## src/rtl/morse_receiver_if.sv

```systemverilog
// morse_receiver_if: line input, history control and symbol outputs of the Morse receiver
//   morse_raw        raw asynchronous Morse line, 1 = mark
//   clear_history    1-cycle request to clear history and length
//   morse_code_in    debounced line level
//   receive_history  last 8 symbols, bit0 newest, 1 = dash
//   history_len      valid symbols in history, 0..8
//   symbol_valid     1-cycle pulse when a symbol is shifted in
//   symbol           last symbol value, held between pulses
//   char_end         1-cycle pulse when the inter-character gap is reached
//   mark_error       1-cycle pulse when an over-long mark is dropped
interface morse_receiver_if;
    logic       morse_raw;
    logic       clear_history;
    logic       morse_code_in;
    logic [7:0] receive_history;
    logic [3:0] history_len;
    logic       symbol_valid;
    logic       symbol;
    logic       char_end;
    logic       mark_error;
    modport slave (
        input  morse_raw, clear_history,
        output morse_code_in, receive_history, history_len, symbol_valid, symbol, char_end, mark_error
    );
    modport master (
        output morse_raw, clear_history,
        input  morse_code_in, receive_history, history_len, symbol_valid, symbol, char_end, mark_error
    );
endinterface

```

## src/rtl/morse_receiver.sv

```systemverilog
// morse_receiver: sync/debounce a Morse line, time marks and gaps, classify dot/dash, keep history
//   clk  system clock
//   rst  synchronous reset, active high
//   bus  morse_receiver_if.slave: raw line and clear request in; debounced level, history,
//        length, symbol pulse/value, char_end and mark_error pulses out
module morse_receiver #(
    parameter int UNIT_CYCLES     = 5000000,
    parameter int DEBOUNCE_CYCLES = 50000,
    parameter int DASH_UNITS      = 2,
    parameter int MAX_MARK_UNITS  = 7,
    parameter int GAP_UNITS       = 3
) (
    input logic              clk,
    input logic              rst,
    morse_receiver_if.slave  bus
);
    localparam int DW = $clog2(DEBOUNCE_CYCLES + 1);
    localparam int CW = $clog2(UNIT_CYCLES);
    localparam logic [DW-1:0] DEB_LAST  = DW'(DEBOUNCE_CYCLES - 1);
    localparam logic [CW-1:0] UNIT_LAST = CW'(UNIT_CYCLES - 1);
    localparam logic [3:0]    DASH_U    = 4'(DASH_UNITS);
    localparam logic [3:0]    MAX_U     = 4'(MAX_MARK_UNITS);
    localparam logic [3:0]    GAP_U     = 4'(GAP_UNITS);

    typedef enum logic [1:0] {IDLE, MARK, GAP} state_t;

    state_t        state, state_n;
    logic          sync1, sync2, stable, stable_d;
    logic [DW-1:0] deb_cnt;
    logic [CW-1:0] cyc;
    logic [3:0]    units;
    logic          rise, fall;
    logic          shift, sym_n, char_end_n, err_n;
    logic [7:0]    history;
    logic [3:0]    len;
    logic          symbol_valid, symbol, char_end, mark_error;

    // Two-flop synchroniser followed by a symmetric debouncer, so the
    // debounced pulse width equals the raw pulse width.
    always_ff @(posedge clk) begin
        if (rst) begin
            sync1    <= 1'b0;
            sync2    <= 1'b0;
            stable   <= 1'b0;
            stable_d <= 1'b0;
            deb_cnt  <= '0;
        end else begin
            sync1    <= bus.morse_raw;
            sync2    <= sync1;
            stable_d <= stable;
            if (sync2 == stable)
                deb_cnt <= '0;
            else if (deb_cnt == DEB_LAST) begin
                stable  <= sync2;
                deb_cnt <= '0;
            end else
                deb_cnt <= deb_cnt + 1'b1;
        end
    end

    assign rise = stable & ~stable_d;
    assign fall = ~stable & stable_d;

    // Edges are seen one cycle after stable changes, so the timer restarts at 1
    // to count that first cycle; units then equals whole units of the level.
    always_ff @(posedge clk) begin
        if (rst) begin
            cyc   <= '0;
            units <= '0;
        end else if (rise | fall) begin
            cyc   <= CW'(1);
            units <= '0;
        end else if (cyc == UNIT_LAST) begin
            cyc   <= '0;
            units <= (units == 4'hF) ? units : units + 4'd1;
        end else
            cyc <= cyc + 1'b1;
    end

    always_ff @(posedge clk) begin
        if (rst)
            state <= IDLE;
        else
            state <= state_n;
    end

    always_comb begin
        state_n    = state;
        shift      = 1'b0;
        sym_n      = symbol;
        char_end_n = 1'b0;
        err_n      = 1'b0;
        case (state)
            IDLE: state_n = rise ? MARK : IDLE;
            MARK: begin
                if (fall) begin
                    if (units <= MAX_U) begin
                        shift   = 1'b1;
                        sym_n   = units >= DASH_U;
                        state_n = GAP;
                    end else begin
                        err_n   = 1'b1;
                        state_n = IDLE;
                    end
                end
            end
            GAP: begin
                if (rise)
                    state_n = MARK;
                else if (units >= GAP_U) begin
                    char_end_n = 1'b1;
                    state_n    = IDLE;
                end
            end
            default: state_n = IDLE;
        endcase
    end

    // clear_history takes priority over a shift in the same cycle.
    always_ff @(posedge clk) begin
        if (rst) begin
            history      <= '0;
            len          <= '0;
            symbol_valid <= 1'b0;
            symbol       <= 1'b0;
            char_end     <= 1'b0;
            mark_error   <= 1'b0;
        end else begin
            symbol_valid <= shift;
            symbol       <= sym_n;
            char_end     <= char_end_n;
            mark_error   <= err_n;
            if (bus.clear_history) begin
                history <= '0;
                len     <= '0;
            end else if (shift) begin
                history <= {history[6:0], sym_n};
                len     <= (len == 4'd8) ? len : len + 4'd1;
            end
        end
    end

    assign bus.morse_code_in   = stable_d;
    assign bus.receive_history = history;
    assign bus.history_len     = len;
    assign bus.symbol_valid    = symbol_valid;
    assign bus.symbol          = symbol;
    assign bus.char_end        = char_end;
    assign bus.mark_error      = mark_error;
endmodule

```

## src/flat_wrapper.sv

```systemverilog
// flat-port wrapper written by rule: the top's interface ports become plain ports
module morse_receiver_flat 
#(
    parameter int UNIT_CYCLES     = 5000000,
    parameter int DEBOUNCE_CYCLES = 50000,
    parameter int DASH_UNITS      = 2,
    parameter int MAX_MARK_UNITS  = 7,
    parameter int GAP_UNITS       = 3
)
  (clk, rst, bus_morse_raw, bus_clear_history, bus_morse_code_in, bus_receive_history, bus_history_len, bus_symbol_valid, bus_symbol, bus_char_end, bus_mark_error);
  morse_receiver_if bus_i ();
  input logic clk;
  input logic rst;
  input wire logic [$bits(bus_i.morse_raw)-1:0] bus_morse_raw;
  input wire logic [$bits(bus_i.clear_history)-1:0] bus_clear_history;
  output wire logic [$bits(bus_i.morse_code_in)-1:0] bus_morse_code_in;
  output wire logic [$bits(bus_i.receive_history)-1:0] bus_receive_history;
  output wire logic [$bits(bus_i.history_len)-1:0] bus_history_len;
  output wire logic [$bits(bus_i.symbol_valid)-1:0] bus_symbol_valid;
  output wire logic [$bits(bus_i.symbol)-1:0] bus_symbol;
  output wire logic [$bits(bus_i.char_end)-1:0] bus_char_end;
  output wire logic [$bits(bus_i.mark_error)-1:0] bus_mark_error;
  assign bus_i.morse_raw = bus_morse_raw;
  assign bus_i.clear_history = bus_clear_history;
  assign bus_morse_code_in = bus_i.morse_code_in;
  assign bus_receive_history = bus_i.receive_history;
  assign bus_history_len = bus_i.history_len;
  assign bus_symbol_valid = bus_i.symbol_valid;
  assign bus_symbol = bus_i.symbol;
  assign bus_char_end = bus_i.char_end;
  assign bus_mark_error = bus_i.mark_error;
  morse_receiver #(.UNIT_CYCLES(UNIT_CYCLES), .DEBOUNCE_CYCLES(DEBOUNCE_CYCLES), .DASH_UNITS(DASH_UNITS), .MAX_MARK_UNITS(MAX_MARK_UNITS), .GAP_UNITS(GAP_UNITS)) u_core (.clk(clk), .rst(rst), .bus(bus_i));
endmodule
```

## config.mk

```make
export PLATFORM = sky130hd
export DESIGN_NAME = morse_receiver_flat
export DESIGN_NICKNAME = d
export VERILOG_FILES = /design/src/rtl/morse_receiver_if.sv /design/src/rtl/morse_receiver.sv /design/src/flat_wrapper.sv
export SDC_FILE = /design/constraint.sdc
export NUM_CORES = 1
export LEC_CHECK = 0
export BUFFER_PORTS_ARGS = -buffer_cell sky130_fd_sc_hd__buf_2
export CORE_ASPECT_RATIO = 2
export CORE_MARGIN = 10
export CORE_UTILIZATION = 35
export DETAILED_ROUTE_END_ITERATION = 8
export SYNTH_ARGS = -nofsm -noshare
export SYNTH_HDL_FRONTEND = slang
export SYNTH_SLANG_ARGS = --single-unit
```

## constraint.sdc

```tcl
create_clock -name clk -period 1.5 [get_ports clk]
set_input_delay 0.075 -clock clk [delete_from_list [all_inputs] [get_ports clk]]
set_output_delay 0.075 -clock clk [all_outputs]
set_load 0.01 [all_outputs]
```

==> summary.txt, run 1 <==
Largest area contributor in the netlist: dfxtp_1
Final setup viols: 8
Synth area leaders: dfxtp_1 44%, a21oi_1 4.8%, nor2_1 4.5%
MaxCap Viol Count: 0
FF+latch area: 0.00133 mm²
Commonest non-fill, non-tap cell in the layout: buf_4
FF+latch count, synth: 65
Power Dens Cells: 940 mW/mm²
DRT antenna net count: 0
Clock Path Buffers: 2
Required @ worst endpoint: 1.71 ns
Crit Path Max Fanout: 6
Simple-Gate Fraction of Synth Area: 0.296
Most frequent cells in the layout: 62 x buf_4, 45 x dfxtp_1, 35 x nor2_1, 26 x nand2_1, 23 x a21oi_1
Layout fillers: 754
Post-Synth Adder-Cell Area: 0.0384
Cells after Synth: 330
CTS tree: done
Hpwl dp: 5080 µm
Clock Latency Late Sink: 0.34 ns
Top Ports: 21
CTS Buf Count: 9
Post-synth EDFFs: 0
Failing checks: setup timing
Die height: 149 µm
Die Area: 0.0127 mm²
Htree depth: 3
Seq/Total Area, Yosys: 0.443
Layout cells sized above 1: 0.407
Asr flop ratio synth: 0
RSZ-0062 raised after global routing: true
Status: finished with violations
Initial antenna violation count: 0
Overall Power: 4.01 mW
First-pass GRT wire length: 12300 µm
Router iterations before antenna repair: 4
Syn-to-layout area delta: 45.5%
Least-Margin Pin Slew: 0.289 ns
Post-Syn Area per Cell: 8.89 µm²
Final wirelength: 7340 µm
Worst hold slack: 0.0834 ns
Area of the multi-input gates: 0.00176 mm²
Ant. Diodes: 0
Final #Nets: 435
Netlist cell types: 44
XOR/XNOR Fraction of Synth Area: 0.0687
Compound-Gate Fraction of Synth Area: 0.109
Max_slew headroom: 0.807
Largest net degree at the start of global routing: 23
GRT overflow: 0
Largest family of logic cells by synthesized area: simple AND/OR/NAND/NOR gates
Critical Path Source Type: flop
Gr usage total: 0.118
Critical Path AT: 1.80 ns
Core region area: 0.00823 mm²
Fin. Hold Viols: 0
Fmax: 631 MHz
Routed WL per cell: 14.0 µm
Slew Viols, Final: 0
Routed vias: 2749
HP Class: input pin to flop
Syn Std Cell Area: 0.00293 mm²
# DRC: 0
Leak Pwr: 1.59 nW
Placed cell areas: 0.00354 mm²
Ys Warns: 0
Crit. End Element: flop
Starting DRT DRC Count: 125
Syn nets: 343
Clock transition at path regs: 0.06 ns
Port Buffers: 20
RD Place Congestion: 0.797
Vias in the first global route: 2804
Dominant synthesized flop cell: dfxtp_1
Die W: 84.7 µm
Final Worst Setup Slack: -0.0840 ns
Via density: 5.24
Final period util: 1.06
Max rail drop VDD: 498 µV
WS Path Type: flop to flop
Clk sinks: 65
Mux cell area share after synthesis: 0.00682
Top-area cell type share of the netlist area: 0.443
Row cnt: 47
Final instance area: 0.00427 mm²
Min cycle time layout: 1.58 ns
Clk_skew: 0.00950 ns
CTS Root Cell: clkbuf_16
Starting Density: 0.356
-- cells by family (layout without fill, tap and decap cells) --
logic type,after synthesis,after routing
flops,65,65
simple gates,153,153
xor+xnor,23,23
fa+ha+maj,9,9
mux,2,2
compound gates,55,55
buf+inv,23,120
-- repair_timing --
item / CTS / global route
pin swaps: 7 / 19
hold buffers: 1 / 0
setup endpoints to repair: 29 / 52
setup buffers: 7 / 10
hold endpoints to repair: 1 / 0
resized for setup: 21 / 50
gates cloned: 0 / 0
-- cells in the mapped netlist, drive strengths merged (2+ instances only) --
master and number:
nand4 12, nor2b 3, nand2 29, xor2 14, a21oi 28, o41ai 2
ha 9, nor4 3, nor4b 2, and3 4, or3 7, and2 4
nor3 9, nand3 17, nand2b 3, xnor2 9, clkbuf 5, and4 6
o21ai 11, mux2i 2, or4 11, inv 12, dfxtp 65, o31ai 11
buf 6, nor2 35, or2 3
-- where the power goes --
| part | total [mW] | switching [mW] | internal [mW] |
|---|---|---|---|
| registers | 1.74 | 0.00530 | 1.73 |
| logic | 0.0916 | 0.0526 | 0.0390 |
| clock network | 2.18 | 0.866 | 1.32 |
| total | 4.01 | 0.924 | 3.09 |
-- routing by layer --
metal  wire [µm]  up-vias  GRT usage
met1        2770     1330      0.105
li1            -     1358          -
met2        4060       41      0.221
met5           0        -          0
met3         249       20     0.0386
met4         258        0     0.0671
-- worst max-delay path: stages, from the launching register on --
cell and delay, ns:
dfxtp_2 0.33, nor4b_4 0.34, nand4_4 0.17, buf_4 0.18, buf_4 0.12, o21ai_0 0.22, a21oi_1 0.09
-- metrics by stage --
step | setup slack, ns | utilization | std cells | setup TNS, ns
final | -0.0840 | 0.518 | 525 | -0.428
after detailed placement | -0.113 | 0.430 | 491 | -0.775
after CTS | -0.0602 | 0.484 | 515 | -0.203
after floorplan | -0.0210 | - | 330 | -0.0377
after global placement | -0.0685 | 0.430 | 491 | -0.446
after global routing | -0.122 | 0.518 | 525 | -1.49
-- registers in the layout, indices dropped and copies added (netlist names) --
register / count
u_core.bus.char_end: 1
u_core.bus.history_len: 4
u_core.bus.mark_error: 1
u_core.bus.morse_code_in: 1
u_core.bus.receive_history: 8
u_core.bus.symbol: 1
u_core.bus.symbol_valid: 1
u_core.cyc: 23
u_core.deb_cnt: 16
u_core.stable: 1
u_core.state: 2
u_core.sync1: 1
u_core.sync2: 1
u_core.units: 4
-- worst paths after layout --
check	depth (start not counted)	to	slack (ns)	startpoint
max	6	u_core.units[0]	-0.08	u_core.cyc[12]
min	2	u_core.bus.morse_code_in	0.08	rst
max reg2reg	6	u_core.units[0]	-0.08	u_core.cyc[12]
min reg2reg	1	u_core.deb_cnt[0]	0.45	u_core.deb_cnt[0]
-- cell type report --
type | instances | area share
multi-input cells | 242 | 0.413
well taps | 98 | 0.0287
inverters | 12 | 0.0106
clock buffers | 9 | 0.0528
flip-flops and latches | 65 | 0.313
clock inverters | 7 | 0.0196
repair buffers | 92 | 0.163
Power figures use the tool's default switching activity.
==> run 2, diff against run 1 <==
BUFFER_PORTS_ARGS = not set   (was -buffer_cell sky130_fd_sc_hd__buf_2)
CAP_MARGIN = 20   (was not set)
DONT_BUFFER_PORTS = 1   (was not set)
==> summary.txt, run 2 (synthesis results as in run 1) <==
Power Dens Cells: 968 mW/mm²
Hold_buf cts: 3
Final Worst Setup Slack: -0.0614 ns
Router iterations before antenna repair: 4
Number of flip-flops in the largest register: 23
HP Class: input pin to flop
Clock Latency Late Sink: 0.34 ns
Port Buffers: 0
Final period util: 1.04
Max rail drop VDD: 607 µV
Max stage delay cell, worst path: or4_1
Leak Pwr: 1.42 nW
Cell Count, Final, Fillers Out: 496
Routed vias: 2598
Failing checks: hold timing, setup timing
Die height: 149 µm
Initial antenna violation count: 1
Worst Path Buf+Inv: 0
Critical Path Source Type: flop
RD Place Congestion: 0.816
# DRC: 0
Fmax: 640 MHz
Layout cells sized above 1: 0.322
Crit Path Max Fanout: 7
MaxCap Viol Count: 0
CTS Buf Count: 9
Routed WL per cell: 14.4 µm
Final wirelength: 7140 µm
Layout fillers: 784
WS Path Type: flop to flop
Commonest non-fill, non-tap cell in the layout: buf_4
First-pass GRT wire length: 11800 µm
Slew Viols, Final: 0
Fin. Hold Viols: 9
Gr usage total: 0.116
Die W: 84.7 µm
Core region area: 0.00823 mm²
Clock transition at path regs: 0.06 ns
Most frequent cells in the layout: 54 x buf_4, 48 x dfxtp_1, 35 x nor2_1, 27 x nand2_1, 27 x a21oi_1
DRT antenna net count: 0
Max_slew headroom: 0.777
Die Area: 0.0127 mm²
CTS Root Cell: clkbuf_16
Max incr delay on CP: 0.50 ns
Clk sinks: 65
Crit. End Element: flop
Cell family with most CP delay: simple AND/OR/NAND/NOR gates
Overall Power: 3.81 mW
Critical Path AT: 1.83 ns
Top reg by flops: u_core.cyc
Starting Density: 0.356
Met1 Wirelength: 2590 µm
Crit path cell chain: nor4b_4 > nand4_4 > or4_1 > a21oi_1
Row cnt: 47
WL met2: 4030 µm
Htree depth: 3
Starting DRT DRC Count: 63
Final #Nets: 405
Top Ports: 21
Status: finished with violations
Min cycle time layout: 1.56 ns
Clock Path Buffers: 2
Cells after DPL: 469
Syn-to-layout area delta: 34.3%
Required @ worst endpoint: 1.77 ns
Via density: 5.24
Worst hold slack: -0.211 ns
Hpwl dp: 5200 µm
GRT overflow: 0
Vias in the first global route: 2557
Pre-CTS WS: -0.118 ns
Clk_skew: 0.00713 ns
Routed wl met3: 317 µm
Max Used Layer: met4
Least-Margin Pin Slew: 0.330 ns
Final setup viols: 5
RSZ-0062 raised after global routing: true
CTS tree: done
Largest net degree at the start of global routing: 18
## run 2: changes by cell type in the layout (fill, tap and decap cells not counted), moves of 4 or more
cell     previous run  this run
buf_2              20         0
a21oi_2             5         1
a21oi_1            23        27
o31ai_1             5        11
buf_4              62        54
buf_6               7         3
## run 2: per-stage QoR
stage                     utilization  area [µm²]  setup TNS (ns)
after floorplan                     -        2970         -0.0377
after global placement          0.416        3430           -1.94
after detailed placement        0.416        3430           -1.83
after CTS                       0.464        3820          -0.116
after global routing            0.478        3940           -2.07
final                           0.479        3940          -0.118
## run 2: worst reg2reg max path, stage by stage, from the launching register on
cell	delay [ns]
dfxtp_2	0.34
nor4b_4	0.34
nand4_4	0.18
or4_1	0.50
a21oi_1	0.14
## run 2: power by group
group / leakage (nW) / switching [mW] / internal, mW
Combinational: 0.757 / 0.0408 / 0.0377
Clock: 0.135 / 0.847 / 1.14
Sequential: 0.533 / 0.00772 / 1.74
## run 2: area by class of cell
type | instances | area [µm²] | share of cell area
multi-input combinational | 243 | 1670 | 0.424
sequential | 65 | 1330 | 0.336
timing repair buffer | 61 | 489 | 0.124
clock buffer | 9 | 225 | 0.0571
tap | 98 | 123 | 0.0311
clock inverter | 7 | 61.3 | 0.0156
inverter | 12 | 45.0 | 0.0114
antenna | 1 | 2.50 | 0.000635
## run 2: worst paths after layout
kind                          start           endpoint  slack (ns)  cells after the start
setup / recovery      u_core.cyc[6]    u_core.units[2]       -0.06                      4
hold reg to reg   u_core.deb_cnt[0]  u_core.deb_cnt[0]        0.43                      1
setup reg to reg      u_core.cyc[6]    u_core.units[2]       -0.06                      4
hold / removal                  rst      u_core.stable       -0.21                      1
## run 2: per-layer routing
| metal | up-vias | track usage |
|---|---|---|
| li1 | 1306 | - |
| met1 | 1231 | 0.106 |
| met2 | 44 | 0.211 |
| met3 | 17 | 0.0414 |
| met4 | 0 | 0.0712 |
| met5 | - | 0 |
## run 2: repair_timing
| action | CTS | global route |
|---|---|---|
| endpoints found under the setup margin | 26 | 54 |
| gates cloned | 1 | 0 |
| resized for setup | 13 | 33 |
| buffers inserted | 4 | 2 |
| endpoints found under the hold margin | 13 | 10 |
| pin swaps | 7 | 5 |
